### config.mk
export PLATFORM = sky130hd
export DESIGN_NAME = watchdog_multi
export DESIGN_NICKNAME = d
export VERILOG_FILES = /design/src/rtl/watchdog_pkg.sv /design/src/rtl/watchdog_channel.sv /design/src/rtl/watchdog_multi.sv
export SDC_FILE = /design/constraint.sdc
export NUM_CORES = 1
export LEC_CHECK = 0
export ABC_AREA = 1
export ABC_CLOCK_PERIOD_IN_PS = 2760
export CAP_MARGIN = 15
export CORE_ASPECT_RATIO = 1.1
export CORE_MARGIN = 2
export CORE_UTILIZATION = 56
export DETAILED_ROUTE_END_ITERATION = 10
export PLACE_DENSITY = 0.78
export SYNTH_ARGS = -nofsm -noshare
export SYNTH_HDL_FRONTEND = slang
export SYNTH_HIERARCHICAL = 1
export SYNTH_SLANG_ARGS = --single-unit
### constraint.sdc
create_clock -name clock -period 2.76 [get_ports clock]
set_clock_uncertainty 0.1 [all_clocks]
set_input_delay 0.552 -clock clock [delete_from_list [all_inputs] [get_ports clock]]
set_output_delay 0.552 -clock clock [all_outputs]
set_load 0.05 [all_outputs]
### src/rtl/watchdog_pkg.sv
// Shared definitions for the multi-channel watchdog: per-channel state encoding.
package watchdog_pkg;

    localparam logic [1:0] WD_IDLE     = 2'd0;
    localparam logic [1:0] WD_COUNTING = 2'd1;
    localparam logic [1:0] WD_EXPIRED  = 2'd2;

    typedef enum logic [1:0] {
        ST_IDLE     = WD_IDLE,
        ST_COUNTING = WD_COUNTING,
        ST_EXPIRED  = WD_EXPIRED
    } wd_state_e;

endpackage

### src/rtl/watchdog_channel.sv
// One watchdog channel: FSM, saturating idle counter, timeout register,
// latched pending flag. Optional prewarn flag under WATCHDOG_PREWARN_EN.
module watchdog_channel
    import watchdog_pkg::*;
#(
    parameter int COUNTER_SIZE    = 8,
    parameter int DEFAULT_TIMEOUT = 16
) (
    input  logic                    clock,
    input  logic                    reset,
    input  logic                    enable,
    input  logic                    keepalive,
    input  logic                    ack,
    input  logic                    cfg_we,
    input  logic [COUNTER_SIZE-1:0] cfg_timeout,
    output logic                    pending_o,
    output logic                    pending_next_o,
    output logic [1:0]              state_o
`ifdef WATCHDOG_PREWARN_EN
    ,
    output logic                    prewarn_o
`endif
);

    wd_state_e               state_q, state_d;
    logic [COUNTER_SIZE-1:0] counter_q, counter_d;
    logic [COUNTER_SIZE-1:0] timeout_q, timeout_d;
    logic                    pending_q, pending_d;

    // Next-state logic; enable=0 overrides everything, keepalive beats expiry.
    always_comb begin
        state_d   = state_q;
        counter_d = counter_q;
        pending_d = pending_q;
        timeout_d = cfg_we ? cfg_timeout : timeout_q;
        if (!enable) begin
            state_d   = ST_IDLE;
            counter_d = '0;
            pending_d = 1'b0;
        end else begin
            case (state_q)
                ST_IDLE: begin
                    state_d   = ST_COUNTING;
                    counter_d = '0;
                end
                ST_COUNTING: begin
                    if (keepalive) begin
                        counter_d = '0;
                    end else if ((timeout_q != '0) && (counter_q >= timeout_q)) begin
                        state_d   = ST_EXPIRED;
                        counter_d = '0;
                        pending_d = 1'b1;
                    end else if (counter_q != '1) begin
                        counter_d = counter_q + COUNTER_SIZE'(1);
                    end
                end
                ST_EXPIRED: begin
                    counter_d = '0;
                    if (ack) begin
                        state_d   = ST_COUNTING;
                        pending_d = 1'b0;
                    end
                end
                default: begin
                    state_d   = ST_IDLE;
                    counter_d = '0;
                    pending_d = 1'b0;
                end
            endcase
        end
    end

    // Channel state registers, cleared asynchronously (timeout back to default).
    always_ff @(posedge clock or posedge reset) begin
        if (reset) begin
            state_q   <= ST_IDLE;
            counter_q <= '0;
            timeout_q <= COUNTER_SIZE'(DEFAULT_TIMEOUT);
            pending_q <= 1'b0;
        end else begin
            state_q   <= state_d;
            counter_q <= counter_d;
            timeout_q <= timeout_d;
            pending_q <= pending_d;
        end
    end

    assign pending_o      = pending_q;
    assign pending_next_o = pending_d;
    assign state_o        = state_q;

`ifdef WATCHDOG_PREWARN_EN
    logic prewarn_q, prewarn_d;

    // Prewarn from next-state values so it drops on the same edge as keepalive/expiry/disable.
    always_comb begin
        prewarn_d = (state_d == ST_COUNTING) && (timeout_d != '0) &&
                    (counter_d >= (timeout_d >> 1));
    end

    // Prewarn register.
    always_ff @(posedge clock or posedge reset) begin
        if (reset) prewarn_q <= 1'b0;
        else       prewarn_q <= prewarn_d;
    end

    assign prewarn_o = prewarn_q;
`endif

endmodule

### src/rtl/watchdog_multi.sv
// Multi-channel watchdog top: config decode, merged interrupt line and
// lowest-index pending encoder. Optional prewarn outputs: WATCHDOG_PREWARN_EN.
// dbg_state exposes each channel's FSM state (2 bits per channel, ch0 at LSBs).
module watchdog_multi
    import watchdog_pkg::*;
#(
    parameter int NUM_CHANNELS    = 4,
    parameter int COUNTER_SIZE    = 8,
    parameter int DEFAULT_TIMEOUT = 16,
    parameter int CH_IDX_W        = (NUM_CHANNELS > 1) ? $clog2(NUM_CHANNELS) : 1
) (
    input  logic                      clock,
    input  logic                      reset,
    input  logic [NUM_CHANNELS-1:0]   enable,
    input  logic [NUM_CHANNELS-1:0]   keepalive,
    input  logic                      cfg_we,
    input  logic [CH_IDX_W-1:0]       cfg_channel,
    input  logic [COUNTER_SIZE-1:0]   cfg_timeout,
    input  logic [NUM_CHANNELS-1:0]   ack,
    output logic [NUM_CHANNELS-1:0]   irq_pending,
    output logic                      interruption,
    output logic [CH_IDX_W-1:0]       irq_channel,
`ifdef WATCHDOG_PREWARN_EN
    output logic [NUM_CHANNELS-1:0]   prewarn,
`endif
    output logic [2*NUM_CHANNELS-1:0] dbg_state
);

    logic [NUM_CHANNELS-1:0] ch_we;
    logic [NUM_CHANNELS-1:0] pending_next;
    logic [1:0]              ch_state [NUM_CHANNELS];

    logic                interruption_q, interruption_d;
    logic [CH_IDX_W-1:0] irq_channel_q, irq_channel_d;

    for (genvar i = 0; i < NUM_CHANNELS; i++) begin : g_ch
        // Out-of-range channel indices simply match no channel.
        assign ch_we[i] = cfg_we && (cfg_channel == CH_IDX_W'(i));

        watchdog_channel #(
            .COUNTER_SIZE    (COUNTER_SIZE),
            .DEFAULT_TIMEOUT (DEFAULT_TIMEOUT)
        ) u_ch (
            .clock          (clock),
            .reset          (reset),
            .enable         (enable[i]),
            .keepalive      (keepalive[i]),
            .ack            (ack[i]),
            .cfg_we         (ch_we[i]),
            .cfg_timeout    (cfg_timeout),
            .pending_o      (irq_pending[i]),
            .pending_next_o (pending_next[i]),
            .state_o        (ch_state[i])
`ifdef WATCHDOG_PREWARN_EN
            ,
            .prewarn_o      (prewarn[i])
`endif
        );
    end

    // Merge and priority-encode next-state pending so outputs align with irq_pending.
    always_comb begin
        interruption_d = |pending_next;
        irq_channel_d  = '0;
        for (int i = NUM_CHANNELS - 1; i >= 0; i--) begin
            if (pending_next[i]) irq_channel_d = CH_IDX_W'(i);
        end
    end

    // Merged interrupt registers.
    always_ff @(posedge clock or posedge reset) begin
        if (reset) begin
            interruption_q <= 1'b0;
            irq_channel_q  <= '0;
        end else begin
            interruption_q <= interruption_d;
            irq_channel_q  <= irq_channel_d;
        end
    end

    // Pack per-channel FSM states into the debug vector.
    always_comb begin
        dbg_state = '0;
        for (int i = 0; i < NUM_CHANNELS; i++) begin
            dbg_state[2*i +: 2] = ch_state[i];
        end
    end

    assign interruption = interruption_q;
    assign irq_channel  = irq_channel_q;

endmodule

After elaboration in Yosys (flattened, before gate mapping)
Index checks and enable logic that the tools add are counted.
Widths: inputs -> output; s select.
{"block": "word_totals", "elab_cells": 143, "rom_bits": 0, "mem_bits_rw": 0, "reg_bits": 79, "in_bits": 25, "latch_bits": 0, "n_memories": 0, "out_inout_bits": 15}
{"block": "op_classes", "shifts": 0, "bitwise": 0, "addsub": 4, "n_div": 0, "mul": 0, "mux": 64, "eq_ne": 31, "order_cmp": 4, "reduce_logical": 22}
{"operator": "$mux 8", "n": 20}
{"operator": "$mux 2", "n": 20}
{"operator": "$add 8x1->8 const B", "n": 4}
{"operator": "$ge 8x8->1", "n": 4}
{"operator": "$ne 8x8->1 const B", "n": 4}
{"operator": "$reduce_bool 8->1", "n": 4}
{"operator": "$ne 3x3->1 const B", "n": 8}
{"operator": "$pmux 2 s3", "n": 4}
{"operator": "$ne 5x3->1 const B", "n": 4}
{"operator": "$mux 1", "n": 16}
{"operator": "$eq 2x2->1 const B", "n": 6}
{"operator": "$ne 3x2->1 const B", "n": 4}
{"operator": "$pmux 1 s3", "n": 4}
{"operator": "$reduce_and 3->1", "n": 4}
{"operator": "$eq 2x1->1 const B", "n": 5}
{"operator": "$logic_not 2->1", "n": 5}
{"operator": "$logic_and 1x1->1", "n": 8}
{"operator": "$reduce_or 4->1", "n": 1}

Logic depth before layout (Yosys ltp)
Gate-level depths: netlist (run 1).
{"block": "depth", "ltp_word": 10, "mapped_depth": 16}

Modules after synthesis
The synthesis (run 1) kept the hierarchy.
{"module": "watchdog_channel", "n_inst": 4, "seq_area_each_um2": 476.7, "area_per_inst_um2": 1078.5, "cells_each": 129}
{"module": "watchdog_multi", "n_inst": 1, "seq_area_each_um2": 75.1, "area_per_inst_um2": 147.6, "cells_each": 19}

Worst setup path after synthesis (run 1)
No wires, ideal clock.
{"block": "synth_timing", "path_type": "register to register", "start": "register g_ch[1].u_ch.timeout_q[4]", "end": "register irq_channel_q[0], in the netlist irq_channel[0]", "slack_ps": 855, "n_path_buf": 0, "t_arrival_ps": 1727, "setup_ps": 77, "path_stages_with_launch": 13, "t_required_ps": 2583, "path_cell_list": "dfstp_2 inv_1 ha_1 nand2_1 nor2_1 nand4_1 nand3_1 nand3_1 nand2_1 nand2_1 a21oi_1 inv_1 a21oi_1"}
{"block": "synth_between", "elab_chain_cells": 8}
{"element": "start: declaration", "line": "watchdog_channel.sv:27", "rtl": "logic [COUNTER_SIZE-1:0] timeout_q, timeout_d;"}
{"element": "start signal: assignment", "line": "watchdog_channel.sv:78", "rtl": "timeout_q <= COUNTER_SIZE'(DEFAULT_TIMEOUT);"}
{"element": "start signal: assignment", "line": "watchdog_channel.sv:83", "rtl": "timeout_q <= timeout_d;"}
{"element": "$ge 8x8->1 or $reduce_bool 8->1 (tied branches)", "line": "watchdog_channel.sv:49", "rtl": "end else if ((timeout_q != '0) && (counter_q >= timeout_q)) begin"}
{"element": "$logic_and 1x1->1 *", "line": "watchdog_channel.sv:49"}
{"element": "$mux 1 *", "line": "watchdog_channel.sv:49"}
{"element": "$mux 1 *", "line": "watchdog_channel.sv:47", "rtl": "if (keepalive) begin"}
{"element": "$pmux 1 s3 *", "line": "watchdog_channel.sv:41", "rtl": "case (state_q)"}
{"element": "$mux 1 *", "line": "watchdog_channel.sv:36", "rtl": "if (!enable) begin"}
{"element": "via pending_next[1]", "line": "watchdog_multi.sv:30", "rtl": "logic [NUM_CHANNELS-1:0] pending_next;"}
{"element": "$mux 2 * (2 in series)", "line": "watchdog_multi.sv:66", "rtl": "if (pending_next[i]) irq_channel_d = CH_IDX_W'(i);"}
{"element": "via irq_channel_d[0]", "line": "watchdog_multi.sv:34", "rtl": "logic [CH_IDX_W-1:0] irq_channel_q, irq_channel_d;"}
{"element": "end signal: assignment", "line": "watchdog_multi.sv:77", "rtl": "irq_channel_q <= irq_channel_d;"}
{"element": "end: declaration", "line": "watchdog_multi.sv:34"}
Mark *: on every way through the listed nets, which the timed path passes. The rest lies on a longest branch.
A chain may end at the register's enable or synchronous reset.

Worst setup path after layout (run 1)
{"block": "layout_timing", "start": "register g_ch[1].u_ch.counter_q[7]", "end": "register irq_channel_q[0], in the netlist irq_channel[0]"}
{"block": "layout_between", "elab_chain_cells": 8}
{"element": "start: declaration", "line": "watchdog_channel.sv:26", "rtl": "logic [COUNTER_SIZE-1:0] counter_q, counter_d;"}
{"element": "start signal: assignment", "line": "watchdog_channel.sv:82", "rtl": "counter_q <= counter_d;"}
{"element": "$ge 8x8->1", "line": "watchdog_channel.sv:49"}
{"element": "$logic_and 1x1->1", "line": "watchdog_channel.sv:49"}
{"element": "$mux 1", "line": "watchdog_channel.sv:49"}
{"element": "$mux 1", "line": "watchdog_channel.sv:47"}
{"element": "$pmux 1 s3", "line": "watchdog_channel.sv:41"}
{"element": "$mux 1", "line": "watchdog_channel.sv:36"}
{"element": "via pending_next[1]", "line": "watchdog_multi.sv:30"}
{"element": "$mux 2 (2 in series)", "line": "watchdog_multi.sv:66"}
{"element": "via irq_channel_d[0]", "line": "watchdog_multi.sv:34"}
The timed path passes the listed nets, and every way through them passes these cells.

==> metrics.txt, run 1 <==
signed area change from the synthesized netlist to the final layout 17.3%; share of the yosys chip area belonging to registers 44.4%; vias in the first global route around 3600; relative contribution of the clock network to total power 34.2%; aggregate negative setup slack 0 ns; total CTS buffers 9; worst path buffer plus inverter count 1; remaining max-slew budget at the tightest pin 49.0%; GR Layer Usage met2 between 30% and 40%; Remaining DRCs 0; Core Rows 34; vias after detailed routing ~3700; Final Max Slew Viols 0; via density per instance about 5.4; standby leakage power approximately 2.5 nW; synthesized net count 596; CP required approximately 2.9 ns; clock tree from TritonCTS built; crit path DAT 2.42 ns; synthesized area around 0.0045 sq mm; minimum setup slack in the final design 0.516 ns; final wirelength 9.27 mm; number of instances in the synthesized netlist 535; number of flip-flops and latches in the synthesized netlist 79; proportion of layout cells with a drive suffix above 1 8.31%; insertion delay of the later-clocked pin in the worst-skew pair 0.35 ns; FILL cells 670; # port buffers 39; internal power of the cells 0.00202 W; startpoint class of the critical path flip-flop; worst reg2reg setup slack 0.52 ns; count of final setup violators 0; most used routing layer in global routing met2; clock transition at the registers of the reported paths 0.08 ns; sequence of cells on the critical path ha_1 > nand2_1 > nor2_1 > nand4_1 > nand3_1 > nand3_1 > nand2_1 > nand2_1 > a21oi_1 > inv_1 > a21oi_1; type of the worst setup path reg2reg; Hold Path Class in2async; Antenna Nets Post-Route 0; first-pass GRT wire length 15.8 mm; power density over the cells 544 mW/mm^2; grt met1 use 30.5%; count of boundary I/O pins 40; portion of total power attributed to sequential cells 46.8%; number of warnings reported in the yosys synthesis log 6; antenna diode instance count 0; mean instance size in the synthesized netlist 8.34 sq um; Slew @ Worst Pin 0.764 ns; maximum single-stage delay on the critical path 0.47 ns; nets@finish 646; number of cells upsized or downsized after cts 0; antenna violations before repair 0; critical path endpoint category flip-flop; cell mode on critical path sky130_fd_sc_hd__nand2_1; Clock Sinks 79; iteration count of the initial detailed-routing pass 5; number of H-tree levels 3; Iteration-0 DRC Markers 223; dominant delay contributor by cell family on the critical path simple AND/OR/NAND/NOR gates; Remaining Overflow, GRT 0; status complete, no violations; master of the slowest instance on the critical path sky130_fd_sc_hd__dfrtp_1; HPWL after detailed placement 7.12 mm; last weighted congestion value of the routability-driven placer 0.836; power dissipated by switching net loads 0.000829 W; Routed WL per cell 13.3 microns; peak supply drop 0.290 mV; largest fanout on the critical path 5; Die ar. 0.00870 sq mm; Die Span X between 80 and 90 microns; share of the clock period used by the worst path after layout 81.3%; minimum clock period 2.24 ns; Max Clk Rate about 0.45 GHz; RSZ-0062 raised after global routing no; count of cell types in the netlist 23; buffers inserted during post-CTS setup optimization 0; launch point of the worst path g_ch[1].u_ch/counter_q[7]; cell at the root of the clock tree sky130_fd_sc_hd__clkbuf_8; startpoint of the worst register-to-register path g_ch[1].u_ch/counter_q[7]; count of hold-fix buffers inserted at cts 0; Comb pwr share 18.9%; final hold violation count 0; max-cap violation count 0; Die Y-Extent 97.6 microns; worst slack after detailed placement 0.529 ns; GRT Overall Usage 23.1%; effective utilization at floorplan between 50% and 60%; core region area 0.00783 sq mm; Switching Share 29.1%; global routing met3 resource utilization 3.91%; pin count of the biggest net entering global routing 20; clock tree buffer depth 2
cell type report:
type,instances,area [sq um],area share [%]
Tap cell,108,135,2.58
Clock buffer,11,151,2.89
Sequential cell,79,1980,37.9
Inverter,90,338,6.45
Multi-Input combinational cell,362,2130,40.6
Clock inverter,5,80.1,1.53
Timing Repair Buffer,43,420,8.03
metrics by stage:
step	cell area (sq um)	util (%)	power, W	instances	hold WS, ns
floorplan	4460	-	0.00171	535	0.206
global placement	5000	63.9	0.00187	682	0.388
detailed placement	5000	63.9	0.00189	682	0.393
CTS	5230	66.9	0.00287	698	0.403
global route	5230	66.9	0.00300	698	0.436
finish	5230	66.9	0.00285	698	0.406
metal layers:
metal	routed length [microns]	part of all wire, %	vias to the layer above
li1	-	-	1856
met1	4150	45	1781
met2	4570	49	90
met3	406	4.4	15
met4	139	1.5	0
met5	0	0	-
sequential cells by signal, summed over array words and instances, names as in the netlist:
name	count
g_ch.u_ch/pending_o	4
irq_channel	2
g_ch.u_ch/state_o	8
interruption	1
g_ch.u_ch/counter_q	32
g_ch.u_ch/timeout_q	32
logic make-up (layout without fill, tap and decap cells):
kind of cell | Yosys count | in the layout | share of synthesized area, %
AO/OA/AOI/OAI | 85 | 85 | 9.76
XOR/XNOR | 8 | 8 | 1.57
adder cells (fa/ha/maj) | 36 | 36 | 10.1
buffers and inverters | 94 | 149 | 7.91
flip-flops | 79 | 79 | 44.4
multiplexers | 4 | 4 | 1.01
AND/OR/NAND/NOR | 229 | 229 | 25.2
worst reg2reg max path, cell delays in order, from the launching register on:
cell and delay [ns]:
sky130_fd_sc_hd__dfrtp_1 0.47, sky130_fd_sc_hd__ha_1 0.34, sky130_fd_sc_hd__nand2_1 0.07, sky130_fd_sc_hd__nor2_1 0.14, sky130_fd_sc_hd__nand4_1 0.09, sky130_fd_sc_hd__nand3_1 0.13
sky130_fd_sc_hd__nand3_1 0.13, sky130_fd_sc_hd__nand2_1 0.08, sky130_fd_sc_hd__nand2_1 0.04, sky130_fd_sc_hd__a21oi_1 0.35, sky130_fd_sc_hd__inv_1 0.08, sky130_fd_sc_hd__a21oi_1 0.14
path summary, 6_finish.rpt:
check	to	depth (start not counted)
setup reg to reg	irq_channel[0]	11
hold / removal	interruption	2
max in group asynchronous	g_ch[0].u_ch/timeout_q[0]	2
min in group clock	g_ch[0].u_ch/timeout_q[4]	2
hold reg to reg	g_ch[0].u_ch/timeout_q[4]	2
setup / recovery	irq_channel[0]	11
placed cells by master, fill, tap and decap left out, types with 8 or more instances in the layout:
cell type / count
sky130_fd_sc_hd__nand2_1: 98
sky130_fd_sc_hd__inv_1: 86
sky130_fd_sc_hd__dfrtp_1: 75
sky130_fd_sc_hd__nand3_1: 48
sky130_fd_sc_hd__nor2_1: 46
sky130_fd_sc_hd__clkdlybuf4s50_1: 39
sky130_fd_sc_hd__o21ai_0: 36
sky130_fd_sc_hd__ha_1: 36
sky130_fd_sc_hd__a21oi_1: 33
sky130_fd_sc_hd__nor4_1: 12
sky130_fd_sc_hd__o21ai_1: 12
sky130_fd_sc_hd__clkbuf_8: 11
sky130_fd_sc_hd__xor2_1: 8
synthesized netlist by cell type (all sizes together):
cell type  instances  share of area, %
dfstp              4               2.4
inv               90               7.6
nor2              50               4.9
ha                36                10
nor3               5              0.67
nand4              8               2.5
a21oi             33               3.7
dfrtp             75                42
xor2               8               1.6
nand2            102               9.3
clkbuf             4              0.34
a21o               4              0.67
mux2               4               1.0
nand3             52               6.3
o21ai             48               5.4
nor4              12               1.7
power groups by stage:
stage / clock network, W / registers, W / logic (W)
finish: 0.000975 / 0.00133 / 0.000539
global route: 0.00104 / 0.00134 / 0.000613
CTS: 0.000999 / 0.00133 / 0.000542
detailed placement: 0 / 0.00135 / 0.000537
global placement: 0 / 0.00135 / 0.000518
floorplan: 0 / 0.00140 / 0.000311
Note: power is estimated with default switching activity, not from simulation.
==> run 2: changes to the inputs <==
--- a/config.mk
+++ b/config.mk
@@ -6,7 +6,7 @@
 export NUM_CORES = 1
 export LEC_CHECK = 0
 export ABC_AREA = 1
-export ABC_CLOCK_PERIOD_IN_PS = 2760
+export ABC_CLOCK_PERIOD_IN_PS = 2300
 export CAP_MARGIN = 15
 export CORE_ASPECT_RATIO = 1.1
 export CORE_MARGIN = 2
==> constraint.sdc (replaced) <==
create_clock -name clock -period 2.3 [get_ports clock]
set_clock_uncertainty 0.1 [all_clocks]
set_input_delay 0.46 -clock clock [delete_from_list [all_inputs] [get_ports clock]]
set_output_delay 0.46 -clock clock [all_outputs]
set_load 0.05 [all_outputs]
==> run 2 against run 1 <==
Effect of this change: global-route usage increased by 0.51 points; sequential power up 20%; flip-flop and latch count did not move; power grew 20%; worst setup slack got worse by 0.35 ns; critical path type is now reg2out; largest cell class unchanged; highest routed layer unchanged.
==> metrics.txt, run 2 (synthesis gave the netlist of run 1 again) <==
sequence of cells on the critical path clkdlybuf4s50_1; number of cells on the worst reg-to-reg path 11 (unchanged); HPWL after detailed placement 7.05 mm (-0.93%); # port buffers 39 (unchanged); Comb pwr share 19.5% (+0.6 points); clock tree buffer depth 2 (unchanged); vias in the first global route 3609 (+0.92%); remaining max-slew budget at the tightest pin 66.7% (+18 points); final hold violation count 0 (unchanged); max-cap violation count 0 (unchanged); first-pass GRT wire length 16.1 mm (+1.7%); number of H-tree levels 3 (unchanged); last weighted congestion value of the routability-driven placer 0.811 (-3.0%); Clock Sinks 79 (unchanged); portion of total power attributed to sequential cells 46.9% (about the same); worst hold margin 0.340 ns (-0.0665 ns); pin count of the biggest net entering global routing 20 (unchanged); antenna violations before repair 0 (unchanged); core region area 0.00783 sq mm (unchanged); signed area change from the synthesized netlist to the final layout 18.3%; Die ar. 0.00870 sq mm (unchanged); iteration count of the initial detailed-routing pass 4 (-1); worst reg2reg setup slack 0.20 ns (-0.32 ns); count of boundary I/O pins 40 (unchanged); antenna diode instance count 0 (unchanged); total CTS buffers 9 (unchanged); Die Y-Extent 97.6 microns (unchanged); Die Span X 89.1 microns (unchanged); Core Rows 34 (unchanged); dominant delay contributor by cell family on the critical path buffers and inverters; launch point of the worst path g_ch[2].u_ch/state_o[1]; startpoint of the worst register-to-register path g_ch[0].u_ch/timeout_q[4]; aggregate negative setup slack 0 ns (unchanged); vias after detailed routing 3681 (-1.6%); most frequent cells in the layout sky130_fd_sc_hd__nand2_1, sky130_fd_sc_hd__inv_1, sky130_fd_sc_hd__dfrtp_1; effective utilization at floorplan 57.0% (unchanged); Hold Path Class in2async; status complete, no violations; footprint of the multi-input gates 0.00215 sq mm (+1.0%); share of the clock period used by the worst path after layout 92.9%; worst r2r dst irq_channel[1]; CP required 1.74 ns (-1.19 ns); cell at the root of the clock tree sky130_fd_sc_hd__clkbuf_8; proportion of layout cells with a drive suffix above 1 9.44% (+1.1 points); Final Max Slew Viols 0 (unchanged); standby leakage power 2.55 nW (+0.59%); count of hold-fix buffers inserted at cts 0 (unchanged); insertion delay of the later-clocked pin in the worst-skew pair 0.35 ns (about the same); largest fanout on the critical path 4 (-1); peak supply drop 0.315 mV (+8.5%); internal power of the cells 0.00243 W (+20%); worst path buffer plus inverter count 1 (unchanged); nets@finish 650 (+0.62%); minimum clock period 2.14 ns; Remaining Overflow, GRT 0 (unchanged); most common cell after layout, fill and taps aside sky130_fd_sc_hd__nand2_1; count of final setup violators 0 (unchanged); FILL cells 631 (-5.8%); clock transition at the registers of the reported paths 0.08 ns (about the same); worst slack after detailed placement 0.117 ns (-0.412 ns); buffers inserted during post-CTS setup optimization 0 (unchanged); via density per instance 5.25 (-2.1%); maximum single-stage delay on the critical path 0.82 ns (+0.35 ns); Slew @ Worst Pin 0.498 ns (-0.266 ns); master of the slowest instance on the critical path sky130_fd_sc_hd__clkdlybuf4s50_1; final wirelength 9.33 mm (+0.71%); critical path endpoint category output pin; type of the worst setup path reg2out; power density over the cells 646 mW/mm^2 (+19%); Remaining DRCs 0 (unchanged); FF+latch area 0.00198 sq mm (about the same); power dissipated by switching net loads 0.000985 W (+19%); clock tree from TritonCTS built; GRT Overall Usage 23.6% (+0.51 points); crit path DAT 1.58 ns (-0.84 ns); RSZ-0062 raised after global routing no; Iteration-0 DRC Markers 195 (-13%); startpoint class of the critical path flip-flop; Routed WL per cell 13.3 microns (+0.28%); Antenna Nets Post-Route 0 (unchanged); Max Clk Rate 0.468 GHz; Total Power Consumption 0.00341 W (+20%); Switching Share 28.9% (-0.23 points); minimum setup slack in the final design 0.164 ns (-0.352 ns); number of cells upsized or downsized after cts 0 (unchanged); relative contribution of the clock network to total power 33.7% (-0.5 points)
## run 2: cell types whose count changed in the layout (fill, tap and decap cells not counted), sizes merged
cell / before / now
buf: 4 / 8
clkbuf: 11 / 12
clkinv: 1 / 0
clkinvlp: 2 / 1
## run 2: metal layers
layer	global-route usage (%)	part of all wire (%)	up-vias	wire length (microns)
met1	31.1	45	1739	4210
met2	38.6	49	71	4590
met3	5.18	4.1	14	387
li1	-	-	1857	-
met4	7.12	1.5	0	136
met5	0	0	-	0
## run 2: layout make-up
class                           instances  share of cell area (%)
Tap cell                              108                    2.56
Timing Repair Buffer                   47                    8.53
Clock inverter                          3                    1.28
Clock buffer                           12                    2.94
Sequential cell                        79                    37.6
Multi-Input combinational cell        362                    40.7
Inverter                               90                    6.40
## run 2: worst max-delay path by stage
| stage | to | slack, ns | depth (start not counted) |
|---|---|---|---|
| finish | dbg_state[5] | 0.16 | 1 |
| global route | interruption | 0.0008 | 11 |
| CTS | irq_channel[0] | 0.04 | 11 |
| detailed placement | irq_channel[0] | 0.12 | 11 |
| global placement | irq_channel[0] | 0.19 | 11 |
| floorplan | irq_channel[0] | 0.40 | 12 |
## run 2: power groups by stage
stage | Clock (W) | Combinational, W | Sequential (W)
after global routing | 0.00124 | 0.000754 | 0.00162
after detailed placement | 0 | 0.000653 | 0.00162
after CTS | 0.00118 | 0.000660 | 0.00160
after floorplan | 0 | 0.000373 | 0.00167
after global placement | 0 | 0.000626 | 0.00162
final | 0.00115 | 0.000664 | 0.00160
## run 2: through the flow
step	std cells	cell area [sq um]	utilization, %
2_1_floorplan	535	4460	-
5_1_grt	701	5280	67.4
4_1_cts	701	5260	67.1
3_5_place_dp	686	5030	64.3
3_3_place_gp	686	5030	64.3
6_report	701	5280	67.4
==> run 3: changes to the inputs <==
--- a/config.mk
+++ b/config.mk
@@ -5,15 +5,13 @@
 export SDC_FILE = /design/constraint.sdc
 export NUM_CORES = 1
 export LEC_CHECK = 0
-export ABC_AREA = 1
 export ABC_CLOCK_PERIOD_IN_PS = 2300
 export CAP_MARGIN = 15
 export CORE_ASPECT_RATIO = 1.1
 export CORE_MARGIN = 2
-export CORE_UTILIZATION = 56
+export CORE_UTILIZATION = 58
 export DETAILED_ROUTE_END_ITERATION = 10
-export PLACE_DENSITY = 0.78
+export PLACE_DENSITY = 0.8
 export SYNTH_ARGS = -nofsm -noshare
 export SYNTH_HDL_FRONTEND = slang
-export SYNTH_HIERARCHICAL = 1
 export SYNTH_SLANG_ARGS = --single-unit
==> run 3 against run 2 <==
Effect of this change: wire length decreased by 2.5%; die area decreased by 5.4%; critical path depth increased by 7; critical path type is now reg2reg.
==> metrics.txt, run 3 <==
status complete, no violations; Final Max Slew Viols 0 (unchanged); number of flip-flops and latches in the synthesized netlist 79 (unchanged); maximum single-stage delay on the critical path 0.40 ns (-0.42 ns); antenna violations before repair 0 (unchanged); GRT Overall Usage 23.9% (+0.32 points); top cells by area, synth sky130_fd_sc_hd__dfrtp_1, sky130_fd_sc_hd__ha_1, sky130_fd_sc_hd__mux2_2, sky130_fd_sc_hd__nor2_1, sky130_fd_sc_hd__inv_1; iteration count of the initial detailed-routing pass 5 (+1); Switching Share 28.1% (-0.78 points); Die ar. 0.00823 sq mm (-5.4%); Routed WL per cell 15.7 microns (+18%); share of the clock period used by the worst path after layout 95.5% (+2.6 points); count of cell types in the netlist 46 (+100%); footprint of the multi-input gates 0.00225 sq mm (+4.9%); cell at the root of the clock tree sky130_fd_sc_hd__clkbuf_8; insertion delay of the later-clocked pin in the worst-skew pair 0.36 ns (about the same); Core Rows 33 (-2.9%); largest fanout on the critical path 8 (+4); Die Y-Extent 94.9 microns (-2.8%); most frequent cells in the layout sky130_fd_sc_hd__dfrtp_1, sky130_fd_sc_hd__nor2_1, sky130_fd_sc_hd__inv_1; clock transition at the registers of the reported paths 0.10 ns (+0.02 ns); count of boundary I/O pins 40 (unchanged); standby leakage power 2.43 nW (-4.4%); portion of total power attributed to sequential cells 50.5% (+3.6 points); sequence of cells on the critical path inv_1 > ha_1 > nand2b_4 > a21o_1 > a211o_1 > a221oi_4 > o211ai_4 > nor3b_2; synthesized area 0.00436 sq mm (-2.3%); number of H-tree levels 3 (unchanged); Remaining DRCs 0 (unchanged); count of hold-fix buffers inserted at cts 0 (unchanged); power density over the cells 612 mW/mm^2 (-5.4%); most used standard cell by instance count after synthesis sky130_fd_sc_hd__dfrtp_1; CP required 2.47 ns (+0.73 ns); startpoint class of the critical path flip-flop; relative contribution of the clock network to total power 32.0% (-1.7 points); final hold violation count 0 (unchanged); antenna diode instance count 0 (unchanged); crit path DAT 2.37 ns (+0.79 ns); proportion of layout cells with a drive suffix above 1 14.8% (+5.4 points); Remaining Overflow, GRT 0 (unchanged); number of warnings reported in the yosys synthesis log 0 (-6); fraction of registers with async set/reset 100% (unchanged); vias after detailed routing 3402 (-7.6%); power dissipated by switching net loads 0.000894 W (-9.2%); # port buffers 39 (unchanged); worst hold margin 0.411 ns (+0.0714 ns); FF+latch area 0.00198 sq mm (about the same); FILL cells 555 (-12%); RSZ-0062 raised after global routing yes; mean instance size in the synthesized netlist 10.1 sq um (+21%); area share of the largest cell type after synthesis 43.1% (+0.99 points); Slew @ Worst Pin 0.500 ns (+0.00265 ns); remaining max-slew budget at the tightest pin 66.5% (-0.18 points); Post-synth EDFFs 0 (unchanged); critical path endpoint category flip-flop; most instantiated flip-flop cell in the synthesis netlist sky130_fd_sc_hd__dfrtp_1; Iteration-0 DRC Markers 106 (-46%); peak supply drop 0.340 mV (+8.0%); aggregate negative setup slack 0 ns (unchanged); clock tree from TritonCTS built; Antenna Nets Post-Route 0 (unchanged); minimum clock period 2.20 ns (+0.0605 ns); clock tree buffer depth 2 (unchanged); nets@finish 549 (-16%); worst path buffer plus inverter count 1 (unchanged); synthesized net count 493 (-17%); signed area change from the synthesized netlist to the final layout 19.3%; count of final setup violators 0 (unchanged); share of the yosys chip area belonging to registers 45.5% (+1.0 points); Clock Sinks 79 (unchanged); most common cell after layout, fill and taps aside sky130_fd_sc_hd__dfrtp_1; pin count of the biggest net entering global routing 45 (+130%); last weighted congestion value of the routability-driven placer 0.853 (+5.2%); core region area 0.00739 sq mm (-5.6%); effective utilization at floorplan 59.0% (+2.0 points); HPWL after detailed placement 6.74 mm (-4.5%); internal power of the cells 0.00229 W (-5.7%); most common library cells after synthesis sky130_fd_sc_hd__dfrtp_1, sky130_fd_sc_hd__nor2_1, sky130_fd_sc_hd__inv_1; dominant delay contributor by cell family on the critical path compound AO/OA/AOI/OAI gates; final wirelength 9.10 mm (-2.5%); Die Span X 86.7 microns (-2.7%); Comb pwr share 17.5% (-2.0 points); max-cap violation count 0 (unchanged); number of instances in the synthesized netlist 432 (-19%); Hold Path Class in2async; via density per instance 5.87 (+12%); master of the slowest instance on the critical path sky130_fd_sc_hd__a221oi_4; Max Clk Rate 0.455 GHz (-2.8%); cell taking the most area after synthesis sky130_fd_sc_hd__dfrtp_1; total CTS buffers 9 (unchanged); vias in the first global route 3458 (-4.2%); first-pass GRT wire length 15.4 mm (-4.1%); type of the worst setup path reg2reg
[run 3: cell count changes after synthesis, moves of 5 or more]
cell                       before  now
sky130_fd_sc_hd__nand4_1        4    9
sky130_fd_sc_hd__inv_1         86   42
sky130_fd_sc_hd__and3_1         0   13
sky130_fd_sc_hd__and2_1         0    5
sky130_fd_sc_hd__nand2b_1       0   10
sky130_fd_sc_hd__mux2i_1        0    5
sky130_fd_sc_hd__mux2_2         4   25
sky130_fd_sc_hd__o21ai_0       36   17
sky130_fd_sc_hd__a21oi_1       33    9
sky130_fd_sc_hd__nand3_1       48   26
sky130_fd_sc_hd__nand2_1       98   26
[run 3: timing repair]
| action | in CTS | in global routing |
|---|---|---|
| setup buffers | 0 | 4 |
| endpoints found under the hold margin | 0 | 0 |
| pin swaps | 0 | 12 |
| gates resized for setup | 1 | 12 |
| gates cloned | 0 | 0 |
| endpoints found under the setup margin | 1 | 25 |
[run 3: worst register-to-register path: cells and delay by family, from the launching register on]
family / cells / cell delay (ns)
AO/OA/AOI/OAI: 4 / 1.03
flip-flops: 1 / 0.35
adder cells (fa/ha/maj): 1 / 0.28
buffers and inverters: 1 / 0.05
AND/OR/NAND/NOR: 2 / 0.32
[run 3: worst paths after layout]
kind,start,to,slack [ns],cells after the start
min in group clock,g_ch[0].u_ch.timeout_q[4],g_ch[0].u_ch.timeout_q[4],0.42,2
max in group asynchronous,reset,g_ch[3].u_ch.timeout_q[4],1.39,3
setup reg to reg,g_ch[0].u_ch.counter_q[0],g_ch[0].u_ch.counter_q[7],0.10,8
setup / recovery,g_ch[0].u_ch.counter_q[0],g_ch[0].u_ch.counter_q[7],0.10,8
hold / removal,reset,g_ch[2].u_ch.state_o[0],0.41,3
hold reg to reg,g_ch[0].u_ch.timeout_q[4],g_ch[0].u_ch.timeout_q[4],0.42,2
[run 3: power groups by stage]
stage / logic [W] / registers [W] / clock network (W)
floorplan: 0.000341 / 0.00162 / 0
global placement: 0.000493 / 0.00163 / 0
detailed placement: 0.000529 / 0.00163 / 0
CTS: 0.000534 / 0.00160 / 0.00104
global route: 0.000626 / 0.00162 / 0.00110
finish: 0.000558 / 0.00161 / 0.00102
[run 3: logic make-up after synthesis]
family                   Yosys count  share of synthesized area (%)
buffers and inverters             48                           4.48
flip-flops                        79                           45.5
adder cells (fa/ha/maj)           36                           10.3
AND/OR/NAND/NOR                  162                           19.2
AO/OA/AOI/OAI                     66                           10.7
XOR/XNOR                          11                           2.21
multiplexers                      30                           7.61
[run 3: per-layer routing]
| layer | vias up | global-route usage [%] | part of all wire (%) |
|---|---|---|---|
| met3 | 23 | 4.72 | 3.3 |
| met5 | - | 0 | 0 |
| met2 | 78 | 40.4 | 50 |
| met1 | 1659 | 30.3 | 44 |
| li1 | 1642 | - | - |
| met4 | 0 | 9.24 | 2.7 |
[run 3: layout make-up]
type                       count  area share [%]
multi-input combinational    305            43.3
clock buffer                  11            2.53
clock inverter                 5            1.13
sequential                    79            38.1
timing repair buffer          50            9.67
tap                           87            2.09
inverter                      43            3.17
[run 3: through the flow]
step	worst slack, ns	instance area, sq um	std cells	total power, W	utilization (%)
3_3_place_gp	0.0618	4910	560	0.00212	66.4
4_1_cts	0.0132	5100	576	0.00318	69.0
3_5_place_dp	0.0244	4910	560	0.00216	66.4
5_1_grt	-0.0516	5200	580	0.00335	70.4
2_1_floorplan	0.106	4360	432	0.00197	-
6_report	0.104	5200	580	0.00318	70.4
==> RTL edit 1: new RTL, settings of run 3 <==
`NUM_CHANNELS`: 4 -> 2.
--- a/src/rtl/watchdog_multi.sv
+++ b/src/rtl/watchdog_multi.sv
@@ -4,7 +4,7 @@
 module watchdog_multi
     import watchdog_pkg::*;
 #(
-    parameter int NUM_CHANNELS    = 4,
+    parameter int NUM_CHANNELS    = 2,
     parameter int COUNTER_SIZE    = 8,
     parameter int DEFAULT_TIMEOUT = 16,
     parameter int CH_IDX_W        = (NUM_CHANNELS > 1) ? $clog2(NUM_CHANNELS) : 1
Ports: changed (7 resized); port bits go from 40 to 26. No check against the original RTL was run, so the function may have changed too.
==> RTL edit 1 against run 3 <==
Wire length fell by 56%; sequential power fell by 51%; sequential share of layout area decreased by 0.21 points; sequential cell count is 39 lower; fmax grew 4.1%; first-iteration DRC count is 2.8% higher; worst setup slack improved by 0.086 ns; critical endpoint is now g_ch[0].u_ch.counter_q[4]; total power down 53%; clock power fell by 52%; critical path type unchanged; final area decreased by 49%; synthesized area down 49%; largest power group unchanged.
==> RTL edit 1: results (changes against run 3) <==
Logic synthesis
  • Sequential area share after synthesis: 44.8% (-0.71 points)
  • Mapped Nets: 253 (-49%)
  • Yosys cell types: 44 (-4.3%)
  • Main area contributors after synthesis: dfrtp_1 42%, ha_1 10%, mux2_2 8.0%
  • Synth cell count leaders: 38 x dfrtp_1, 23 x inv_1, 18 x ha_1, 18 x nor2_1

Drt
  • Metal-1 WL: 1910 µm (-53%)
  • Starting DRC count in detailed routing: 109 (+2.8%)
  • Drt via density: 5.57 (-5.1%)
  • Wire length on met3: 183 µm (-40%)
  • Final WL: 4000 µm (-56%)
  • Router iterations before antenna repair: 4 (-1)
  • Met2 routed WL: 1880 µm (-59%)

Clock tree
  • H-tree depth: 2 (-1)
  • Worst-path clk slew: 0.08 ns (-0.02 ns)
  • Num CTS Buffers: 5 (-4)
  • Clk Latency, worst-skew pair: 0.29 ns (-0.07 ns)
  • Post-cts sizing count: 0 (-1)

Worst setup path
  • WP data arrival: 2.22 ns (-0.15 ns)
  • Slowest Stage Delay on Critical Path: 0.42 ns (+0.02 ns)
  • Critical-path top delay cell: dfrtp_1

Power
  • Worst VDD drop: 433 µV (+28%)
  • Static Leak: 1.22 nW (-50%)

Hold path
  • Worst hold path type: flop to flop

Layout
  • Layout Nets: 284 (-48%)
  • Diodes inserted: 0 (unchanged)

Timing
  • Slew HR: 66.6% (+0.095 points)

Global route
  • Vias in the first global route: 1,627 (-53%)
  • Largest net degree at the start of global routing: 41 (-8.9%)
  • First-pass GRT wire length: 7310 µm (-53%)
  • GRT Resource Usage Total: 20.7% (-3.3 points)

Placement
  • Post-placement cell area: 2550 µm² (-48%)
  • DP HPWL: 2970 µm (-56%)
  • Gpl congestion: 0.750 (-12%)
  • # port buffers: 25 (-36%)

Status
  • Status: completed
-- RTL edit 1: cell count changes after synthesis, sizes merged, moves of 7 or more --
cell   delta
and3      -7
dfrtp    -37
ha       -18
inv      -20
mux2      -9
nand2    -10
nand3    -16
nand4     -9
nor2     -27
o21ai    -13
-- RTL edit 1: cell type report --
| type | count | area, µm² |
|---|---|---|
| multi-input cells | 151 | 1130 |
| repair buffers | 27 | 265 |
| flip-flops and latches | 40 | 1000 |
| well taps | 50 | 62.6 |
| clock buffers | 6 | 82.6 |
| inverters | 23 | 86.3 |
| fillers | 298 | 1030 |
| clock inverters | 2 | 15.0 |
-- RTL edit 1: path summary, 6_finish.rpt --
path / cells after the start / slack [ns] / startpoint / endpoint
setup / recovery: 6 / 0.19 / g_ch[0].u_ch.timeout_q[0] / g_ch[0].u_ch.counter_q[4]
hold / removal: 1 / 0.44 / g_ch[1].u_ch.state_o[0] / g_ch[1].u_ch.state_o[1]
setup reg to reg: 6 / 0.19 / g_ch[0].u_ch.timeout_q[0] / g_ch[0].u_ch.counter_q[4]
hold reg to reg: 1 / 0.44 / g_ch[1].u_ch.state_o[0] / g_ch[1].u_ch.state_o[1]
max in group asynchronous: 3 / 1.25 / reset / g_ch[0].u_ch.timeout_q[4]
min in group asynchronous: 3 / 0.49 / reset / g_ch[0].u_ch.state_o[1]
-- RTL edit 1: per-layer routing --
metal	GRT usage (%)	vias to the layer above
met2	33.3	31
li1	-	829
met1	27.9	803
met5	0	-
met4	4.59	0
met3	5.84	2
-- RTL edit 1: logic make-up after synthesis --
logic type / synth area share (%)
and+or+nand+nor: 17.7
buffers and inverters: 4.69
xor gates and xnor gates: 1.17
adders and majority gates: 10.0
AOI/OAI and AO/OA: 11.8
muxes: 9.82
DFF: 44.8
-- RTL edit 1: stage by stage --
stage / std cells / utilization [%]
after detailed placement: 291 / 69.3
after global placement: 291 / 69.3
after global routing: 299 / 71.9
final: 299 / 71.9
after CTS: 299 / 71.9
after floorplan: 217 / -
-- RTL edit 1: power breakdown --
group	total, mW	switching [mW]	internal, mW
combinational	0.228	0.107	0.121
clock	0.489	0.246	0.243
sequential	0.794	0.0409	0.753
==> RTL edit 2: new RTL, settings of run 3 <==
Made on the original files. The output `irq_channel` loses its register stage (`irq_channel_q` becomes a continuous assignment).
--- a/src/rtl/watchdog_multi.sv
+++ b/src/rtl/watchdog_multi.sv
@@ -71,12 +71,12 @@
     always_ff @(posedge clock or posedge reset) begin
         if (reset) begin
             interruption_q <= 1'b0;
-            irq_channel_q  <= '0;
         end else begin
             interruption_q <= interruption_d;
-            irq_channel_q  <= irq_channel_d;
         end
     end
+
+    assign irq_channel_q = irq_channel_d;
 
     // Pack per-channel FSM states into the debug vector.
     always_comb begin
Behaviour: not the same (a bounded check fails within 4 cycles, from zero or initial values and one cycle with reset high).
==> RTL edit 2 against run 3 <==
Global-route usage rose by 3.1 points; the run now ends with setup timing left; synthesized area fell by 0.29%; worst setup slack got worse by 0.93 ns; worst hold slack got worse by 0.010 ns; total power rose by 9.2%; wire length rose by 18%; largest power group unchanged; final area rose by 12%; largest cell class unchanged; sequential cell count fell by 2.
==> RTL edit 2: results (changes against run 3) <==
Status
  • Status: finished with violations
  • Failing checks: setup timing

Placement
  • Post-Place Worst Slack: -0.472 ns (-0.496 ns)
  • Post-placement cell area: 5420 µm² (+10%)
  • DP HPWL: 7380 µm (+9.4%)
  • Gpl congestion: 0.824 (-3.4%)

Timing
  • Setup ws final: -0.830 ns (-0.933 ns)
  • Final hold slack: 0.401 ns (-0.0104 ns)
  • Final setup TNS: -1.92 ns (-1.92 ns)
  • Slew HR: 61.1% (-5.4 points)
  • Setup violations, final: 3 (+3)

Drt
  • Drt via density: 5.71 (-2.7%)
  • Drt wl/cell: 16.6 µm (+5.7%)
  • Final WL: 10,700 µm (+18%)
  • Metal-1 WL: 4400 µm (+9.4%)
  • Wire length on met3: 392 µm (+29%)
  • Starting DRC count in detailed routing: 181 (+71%)

Clock tree
  • Post-CTS Setup Bufs: 2 (+2)
  • Post-cts sizing count: 7 (+6)
  • Clk Latency, worst-skew pair: 0.36 ns (about the same)
  • H-tree depth: 3 (unchanged)

Power
  • Static Leak: 2.70 nW (+11%)
  • Worst VDD drop: 362 µV (+6.5%)

Layout
  • Layout Nets: 616 (+12%)
  • Diodes inserted: 0 (unchanged)
  • Fillers: 432 (-22%)
  • Share of layout cells above drive strength 1: 28.2% (+13 points)

Global route
  • GRT met1 Usage: 32.3% (+2.0 points)
  • Met2 global-route usage: 46.7% (+6.3 points)
  • Vias in the first global route: 3,754 (+8.6%)
  • Met3 Use GR: 5.59% (+0.87 points)
  • GRT Resource Usage Total: 27.0% (+3.1 points)
  • Largest net degree at the start of global routing: 31 (-31%)

Logic synthesis
  • Post-synthesis compound-gate area fraction: 12.2% (+1.5 points)
  • Synthesized instance count: 433 (+0.23%)
  • Post-Synth Adder-Cell Area: 10.4% (+0.030 points)
  • Synth cell count leaders: 73 x dfrtp_1, 40 x inv_1, 40 x nor2_1
  • Mapped Nets: 494 (+0.20%)
  • Post-synthesis mux area share: 7.40% (-0.21 points)
  • Post-Synth XOR/XNOR Area: 2.42% (+0.21 points)
  • Yosys cell types: 57 (+24%)
  • Main area contributors after synthesis: dfrtp_1 42%, ha_1 10%, mux2_2 6.5%
  • Sequential area share after synthesis: 44.4% (-1.0 points)

Worst setup path
  • Reg2Reg Setup Slack: -0.31 ns (-0.41 ns)
  • Worst Path Max Fanout: 3 (-5)
  • Critical-path top delay cell: dfrtp_1
  • FF-to-FF Start: g_ch[1].u_ch.timeout_q[1]
  • WP data arrival: 2.57 ns (+0.20 ns)
  • Worst setup path class: flop to primary output
  • Buf+Inv Stages, Crit Path: 3 (+2)
  • Worst setup path end: irq_channel[1]
## RTL edit 2: cell types whose count changed after synthesis, moves of 4 or more
| cell | run 3 | this run |
|---|---|---|
| a21o_1 | 6 | 1 |
| and3_1 | 13 | 8 |
| a211oi_1 | 1 | 5 |
| nor2_1 | 45 | 40 |
| nor3_1 | 6 | 12 |
| nand2b_1 | 10 | 6 |
| nand3_1 | 26 | 17 |
| a21oi_1 | 9 | 19 |
| nor3b_1 | 2 | 6 |
## RTL edit 2: layout make-up
class                      instances  area [µm²]  area share, %
multi-input combinational        308        2350           40.5
sequential                        77        1930           33.2
timing repair buffer             118        1040           17.9
inverter                          41         158           2.71
clock buffer                      11         141           2.43
tap                               87         109           1.87
clock inverter                     5        81.3           1.40
## RTL edit 2: power by group
part	switching [mW]	leakage [nW]	internal, mW
combinational	0.353	1.60	0.377
clock	0.538	0.110	0.644
sequential	0.0852	0.994	1.48
total	0.976	2.70	2.50
